### src/rtl/alu_seq.sv
// alu_seq: sequential ALU with a valid/ready request/response handshake and a registered result.
// Define ALU_SEQ_DIV_EN to build the restoring divider for mode 111 (otherwise mode 111 returns 0, Z=1).
module alu_seq #(
  parameter int WIDTH = 8
) (
  input  logic             clk,
  input  logic             rst,
  input  logic             in_valid,
  output logic             in_ready,
  input  logic [2:0]       mode,
  input  logic [WIDTH-1:0] AC,
  input  logic [WIDTH-1:0] DR,
  output logic             out_valid,
  input  logic             out_ready,
  output logic [WIDTH-1:0] result,
  output logic [WIDTH-1:0] rem,
  output logic             E,
  output logic             Z
);

  typedef enum logic [1:0] {IDLE, BUSY, DONE} state_t;
  state_t state;

  logic [WIDTH-1:0] op_res;
  logic [WIDTH-1:0] op_rem;
  logic             op_e;
  logic [WIDTH:0]   sum;
  logic             start_div;

  // Single-cycle results, computed from the operands presented on the accepting edge.
  always_comb begin
    sum    = {1'b0, AC} + {1'b0, DR};
    op_res = '0;
    op_rem = '0;
    op_e   = 1'b0;
    case (mode)
      3'b000: begin
        op_res = sum[WIDTH-1:0];
        op_e   = sum[WIDTH];
      end
      3'b001: begin
        op_res = {DR[WIDTH-2:0], 1'b0};
        op_e   = DR[WIDTH-1];
      end
      3'b010: op_res = ~(AC ^ DR);
      3'b011: begin
        op_res = {1'b0, DR[WIDTH-1:1]};
        op_e   = DR[0];
      end
      3'b100: op_res = DR;
      3'b101: op_res = AC;
      3'b110: begin
        op_res = '0 - AC;
        op_e   = (AC == '0);
      end
      default: begin
`ifdef ALU_SEQ_DIV_EN
        // Only the divide-by-zero case finishes here; real divisions go through BUSY.
        op_res = '1;
        op_rem = AC;
        op_e   = 1'b1;
`endif
      end
    endcase
  end

`ifdef ALU_SEQ_DIV_EN
  localparam int CW = $clog2(WIDTH + 1);

  logic [WIDTH-1:0] quo_q;
  logic [WIDTH-1:0] dvs_q;
  logic [WIDTH-1:0] prem_q;
  logic [CW-1:0]    cnt_q;
  logic [WIDTH:0]   trial;
  logic [WIDTH:0]   diff;
  logic [WIDTH-1:0] quo_nxt;
  logic [WIDTH-1:0] prem_nxt;

  assign start_div = (mode == 3'b111) && (DR != '0);

  // One restoring step: shift the next dividend bit in, subtract if it fits.
  always_comb begin
    trial = {prem_q, quo_q[WIDTH-1]};
    diff  = trial - {1'b0, dvs_q};
    if (diff[WIDTH]) begin
      prem_nxt = trial[WIDTH-1:0];
      quo_nxt  = {quo_q[WIDTH-2:0], 1'b0};
    end else begin
      prem_nxt = diff[WIDTH-1:0];
      quo_nxt  = {quo_q[WIDTH-2:0], 1'b1};
    end
  end

  always_ff @(posedge clk) begin
    if (state == IDLE) begin
      quo_q  <= AC;
      dvs_q  <= DR;
      prem_q <= '0;
      cnt_q  <= '0;
    end else if (state == BUSY) begin
      quo_q  <= quo_nxt;
      prem_q <= prem_nxt;
      cnt_q  <= cnt_q + CW'(1);
    end
  end
`else
  assign start_div = 1'b0;
`endif

  always_ff @(posedge clk) begin
    if (rst) begin
      state     <= IDLE;
      in_ready  <= 1'b1;
      out_valid <= 1'b0;
      result    <= '0;
      rem       <= '0;
      E         <= 1'b0;
      Z         <= 1'b0;
    end else begin
      case (state)
        IDLE: begin
          if (in_valid) begin
            in_ready <= 1'b0;
            if (start_div) begin
              state <= BUSY;
            end else begin
              state     <= DONE;
              out_valid <= 1'b1;
              result    <= op_res;
              rem       <= op_rem;
              E         <= op_e;
              Z         <= (op_res == '0);
            end
          end
        end
`ifdef ALU_SEQ_DIV_EN
        BUSY: begin
          if (cnt_q == CW'(WIDTH - 1)) begin
            state     <= DONE;
            out_valid <= 1'b1;
            result    <= quo_nxt;
            rem       <= prem_nxt;
            E         <= 1'b0;
            Z         <= (quo_nxt == '0);
          end
        end
`endif
        DONE: begin
          if (out_ready) begin
            state     <= IDLE;
            out_valid <= 1'b0;
            in_ready  <= 1'b1;
          end
        end
        default: begin
          state     <= IDLE;
          out_valid <= 1'b0;
          in_ready  <= 1'b1;
        end
      endcase
    end
  end

endmodule

### config.mk
export PLATFORM = sky130hd
export DESIGN_NAME = alu_seq
export DESIGN_NICKNAME = d
export VERILOG_FILES = /design/src/rtl/alu_seq.sv
export SDC_FILE = /design/constraint.sdc
export NUM_CORES = 1
export LEC_CHECK = 0
export CAP_MARGIN = 5
export CORE_MARGIN = 1.5
export CORE_UTILIZATION = 29
export DETAILED_ROUTE_END_ITERATION = 12
export SYNTH_ARGS = -nofsm -noshare
export SYNTH_HDL_FRONTEND = slang
export SYNTH_SLANG_ARGS = --single-unit
### constraint.sdc
create_clock -name clk -period 3.85 [get_ports clk]
set_input_delay 0.9625 -clock clk [delete_from_list [all_inputs] [get_ports clk]]
set_output_delay 0.9625 -clock clk [all_outputs]
set_load 0.02 [all_outputs]
# After elaboration in Yosys (flattened, before gate mapping)

Index checks and enable logic that the tools add are counted.

Reductions and logical operators: 6
Mux-type cells: 11
Equal/unequal tests: 9
$add $sub $neg: 2
Bitwise logic cells: 2

Operators with widths:

| kind                                                 | number |
|---|---|
| case mux 8 bit (7 select lines)                      | 1 |
| zero test 8 bit                                      | 2 |
| adder 8 x 8 -> 9 bit                                 | 1 |
| equality test 3 bit (second input constant)          | 3 |
| inverter 8 bit                                       | 1 |
| subtractor 1 x 8 -> 8 bit (first input constant)     | 1 |
| XOR 8 bit                                            | 1 |
| equality test 3 x 2 -> 1 bit (second input constant) | 2 |
| two-way mux 1 bit                                    | 4 |
| two-way mux 2 bit                                    | 2 |
| inequality test 2 bit (second input constant)        | 2 |
| case mux 1 bit (2 select lines)                      | 2 |
| case mux 1 bit (4 select lines)                      | 1 |
| case mux 2 bit (2 select lines)                      | 1 |
| AND reduction 2 bit                                  | 2 |
| equality test 3 x 1 -> 1 bit (second input constant) | 1 |
| zero test 3 bit                                      | 1 |
| equality test 2 bit (second input constant)          | 1 |
| zero test 2 bit                                      | 1 |

Bits in registers: 14
Logic and storage cells: 36
Input port bits: 23

# Depth between registers and ports, before layout

Gate-level depths: netlist of run 1.

Word-level depth: 4
Depth in mapped cells: 8

# Worst setup path after synthesis of run 1

Ideal clock, no wire load.

Kind: in2reg
Start point: in AC[0]
End point: reg Z
Slack: 0.858 ns
Buffers on the path: 0
Stages on the path: 8
Library setup time: 0.059 ns
Arrival: 2.934 ns
Required time: 3.791 ns
Path through: ha_1 fa_1 mux4_2 or2_1 a221oi_2 o311ai_1 nor4_2 a31o_1

Word-level cells in the longest chain between the ends: 4
Elaborated cells between the ends (all ways): 6
Classes of those cells: add/sub (2); mux (1); bitwise (2); reduce/logical (1)

RTL lines:

| item                                                              | line | text |
|---|---|---|
| start: declaration                                                | 11   | `input logic [WIDTH-1:0] AC,` |
| branches (longest 2 deep; another with subtractor 1 x 8 -> 8 bit) | n/a  |  |
| case mux 8 bit (7 select lines) (*)                               | 36   | `case (mode)` |
| zero test 8 bit (*)                                               | 132  | `Z <= (op_res == '0);` |
| end signal: assignment                                            | 132  |  |
| end: declaration                                                  | 18   | `output logic Z` |

Every way passes the cells marked *.
A chain may end at the register's enable or synchronous reset.

# Worst setup path in the final report of run 1

Ends and elaborated chain as after synthesis.

==> reports/qor.yml, run 1 <==
hold_path:
  hold_path_depth: 2
  hp-class: "register to register"
  hp-start: "result[1]"
  whs_endpoint: "result[1]"
drt:
  detail-route-antenna-nets: 0
  vias_per_cell: 5.29
  totalWireLength_um: 4230
  vias: 1566
  drtIter0Drc: 154
  avgRoutedWirePerCell_um: 14.3
  firstDrtPassIters: 4
  drcViolationCount: 0
logic_synthesis:
  synthCells: 197
  synth-edff-count: 0
  ys_top_cells_by_area: "dfxtp_1 16%, ha_1 7.7%, mux2i_1 6.1%, nor2_1 5.1%, a21oi_1 4.4%"
  ys_ff_latch: 12
  postSynthAreaPerCell_sq_um: 7.44
  synthTopCellsByCount: "20 x nor2_1, 16 x nand2_1, 13 x a21oi_1"
  yosys.area.top_type_share: 0.164
  synth_cell_types: 55
  synthArstFlopShare: 0
  synth_warnings: 0
  syn_area_sq_mm: 0.00147
  ys.flop_type: "dfxtp_1"
  synth_area_leader_cell: "dfxtp_1"
  ys_seq_area_frac: 0.164
  synth.most_common_cell: "nor2_1"
cells_and_area:
  nets: 263
  fin_cells: 296
  drive_above_1_share: 0.0699
  syn_to_final_growth_pct: 29.8
  n_antenna_cell: 0
critical_path:
  reg2reg_from: "out_valid"
  critPathKind: "primary input to register"
  critPathMaxStageDelay_ps: 540
  critPathArrivalTime_ps: 3640
  crit_required_ps: 4040
  cp_max_fo: 4
  path_cells: "clkdlybuf4s50_1, ha_1, fa_1, mux4_2, or2_1, a221oi_2, o311ai_1, nor4_2, a31o_1"
  cp_num_buf_inv: 1
  crit_path_end_kind: "register"
  worst_setup_path_start_kind: "primary input"
  regToRegSetupSlack_ps: 2650
  cp_top_family: "adder cells"
  critPathSlowestCell: "clkdlybuf4s50_1"
  timing.rr.end: "Z"
  r2r.worst_path.cells: 5
clock_network:
  hold_buffers: 0
  clock_sinks: 12
  cts_buffer_depth: 2
  cts_tree: "built"
  htree_levels: 1
  ctsResizeCount: 0
  cts_root_buffer: "clkbuf_8"
  clk_pin_slew_ps: 50
  clkLatencyLatePin_ps: 240
  post_cts_buffers: 0
  cts_buffers: 3
floorplanning:
  start_util: 0.306
  die_y_um: 74.1
  io_pins: 43
  dieArea_sq_mm: 0.00549
  core_area_sq_mm: 0.00479
  num_rows: 25
  die_w_um: 74.1
flow_run:
  cap_viol_max_count: 0
pwr:
  vdd_drop_max_v: 0.000137
  p_leak_nw: 0.731
  p_per_area_mw_per_mm2: 258
sta:
  rsz0062_at_grt: "no"
  setup_viol: 0
  slew_headroom: 0.586
  fin_worst_skew_ps: 2.90
  tightest_slew_ps: 619
  min_period_over_period: 0.897
  fmax_mhz: 290
  fin_ws_ps: 396
  finalSetupTns_ps: 0
  period_minus_slack_ps: 3450
  timing_hold_violations_final: 0
  drv_slew: 0
place:
  hpwl_um: 3270
  place_inst: 292
  port_buffers: 34
  place_congestion: 0.895
  pre_cts_ws_ps: 123
outcome:
  status: "finished, final reports clean"
global_routing:
  grt_remaining_overflow: 0
  grtUsageTotal: 0.157
  grt_first_pass_wirelength_um: 6840
  grt_start_max_net_pins: 18
  grt_pass1_vias: 1442
  antenna_found_initial: 0
[how the worst max path moves through the flow]
stage | startpoint | endpoint | slack, ps | cells after the start
5_1_grt | DR[0] | Z | 270 | 9
3_5_place_dp | AC[0] | Z | 120 | 9
6_report | AC[0] | Z | 400 | 9
3_3_place_gp | AC[0] | Z | 210 | 9
2_1_floorplan | AC[0] | Z | 860 | 8
4_1_cts | AC[0] | Z | 360 | 9
[logic make-up (layout without fill, tap and decap cells)]
group,after synthesis,in the layout,share of synthesized area
xor+xnor,9,9,0.0538
fa+ha+maj,10,10,0.0904
compound gates,60,60,0.282
buf+inv,27,52,0.0981
simple gates,68,68,0.233
flops,12,12,0.164
mux,10,10,0.0768
other cells,1,8,0.00256
[cell type report]
| type | count | area [sq um] |
|---|---|---|
| clock buffer | 4 | 55.1 |
| fill | 497 | 2880 |
| inverter | 8 | 30.0 |
| multi-input combinational | 165 | 1110 |
| sequential | 12 | 240 |
| tap | 67 | 83.8 |
| timing repair buffer | 40 | 385 |
[registers in the layout (all words and copies together) (netlist names)]
signal / cells
E: 1
Z: 1
in_ready: 1
out_valid: 1
result: 8
[tightest hold or removal path: cells and delay by family (launching register included)]
family          cells  cell delay, ps
flops               1             300
simple gates        1              50
compound gates      1              50
[cells in the final DEF, fill, tap and decap left out, types with 2 or more instances in the layout]
| cell | n |
|---|---|
| conb_1 | 8 |
| nor3_1 | 7 |
| nand2_1 | 16 |
| xnor2_1 | 6 |
| a211oi_1 | 8 |
| a31oi_1 | 5 |
| nand3b_1 | 2 |
| o21ai_0 | 10 |
| buf_4 | 6 |
| nand3_1 | 3 |
| o211ai_1 | 2 |
| dfxtp_1 | 12 |
| a21oi_1 | 13 |
| a21o_1 | 3 |
| nor3b_1 | 3 |
| nand2b_1 | 4 |
| inv_1 | 7 |
| xor2_1 | 3 |
| o2111ai_1 | 2 |
| clkbuf_8 | 4 |
| clkdlybuf4s50_1 | 34 |
| or3_1 | 2 |
| o22ai_1 | 2 |
| nor2b_1 | 3 |
| mux2i_1 | 9 |
| nor2_1 | 20 |
| ha_1 | 9 |
[metrics by stage]
| stage | hold WS [ps] | total power, mW | util | cell area (sq um) |
|---|---|---|---|---|
| 2_1_floorplan | 535 | 0.281 | - | 1490 |
| 3_3_place_gp | 446 | 0.353 | 0.386 | 1850 |
| 3_5_place_dp | 447 | 0.354 | 0.386 | 1850 |
| 4_1_cts | 454 | 0.492 | 0.398 | 1900 |
| 5_1_grt | 466 | 0.521 | 0.398 | 1900 |
| 6_report | 452 | 0.490 | 0.398 | 1900 |
[power breakdown]
group          switching, mW  internal (mW)
sequential           0.00510          0.134
clock                 0.0469         0.0904
combinational          0.118         0.0963
total                  0.170          0.320
[per-layer routing]
metal  part of all wire  vias up  GRT usage
met2               0.48       46      0.264
met5                  0        -          0
met1               0.47      737      0.213
met4             0.0073        0     0.0247
li1                   -      781          -
met3              0.040        2     0.0257
Power figures use the tool's default switching activity.
==> run 2: changes to the inputs <==
--- a/config.mk
+++ b/config.mk
@@ -8,6 +8,8 @@
 export CAP_MARGIN = 5
 export CORE_MARGIN = 1.5
 export CORE_UTILIZATION = 29
+export CTS_CLUSTER_DIAMETER = 40
+export CTS_CLUSTER_SIZE = 8
 export DETAILED_ROUTE_END_ITERATION = 12
 export SYNTH_ARGS = -nofsm -noshare
 export SYNTH_HDL_FRONTEND = slang
==> constraint.sdc (replaced) <==
create_clock -name clk -period 3.85 [get_ports clk]
set_input_delay 0.9625 -clock clk [delete_from_list [all_inputs] [get_ports clk]]
set_output_delay 0.9625 -clock clk [all_outputs]
set_load 0.1 [all_outputs]
==> results of run 2 <==
Same layout as run 1 (identical final DEF). Status: finished, final reports clean.
Main changes from that run: total power 0.490 mW -> 0.572 mW; worst IR drop on VDD 0.000137 V -> 0.000140 V
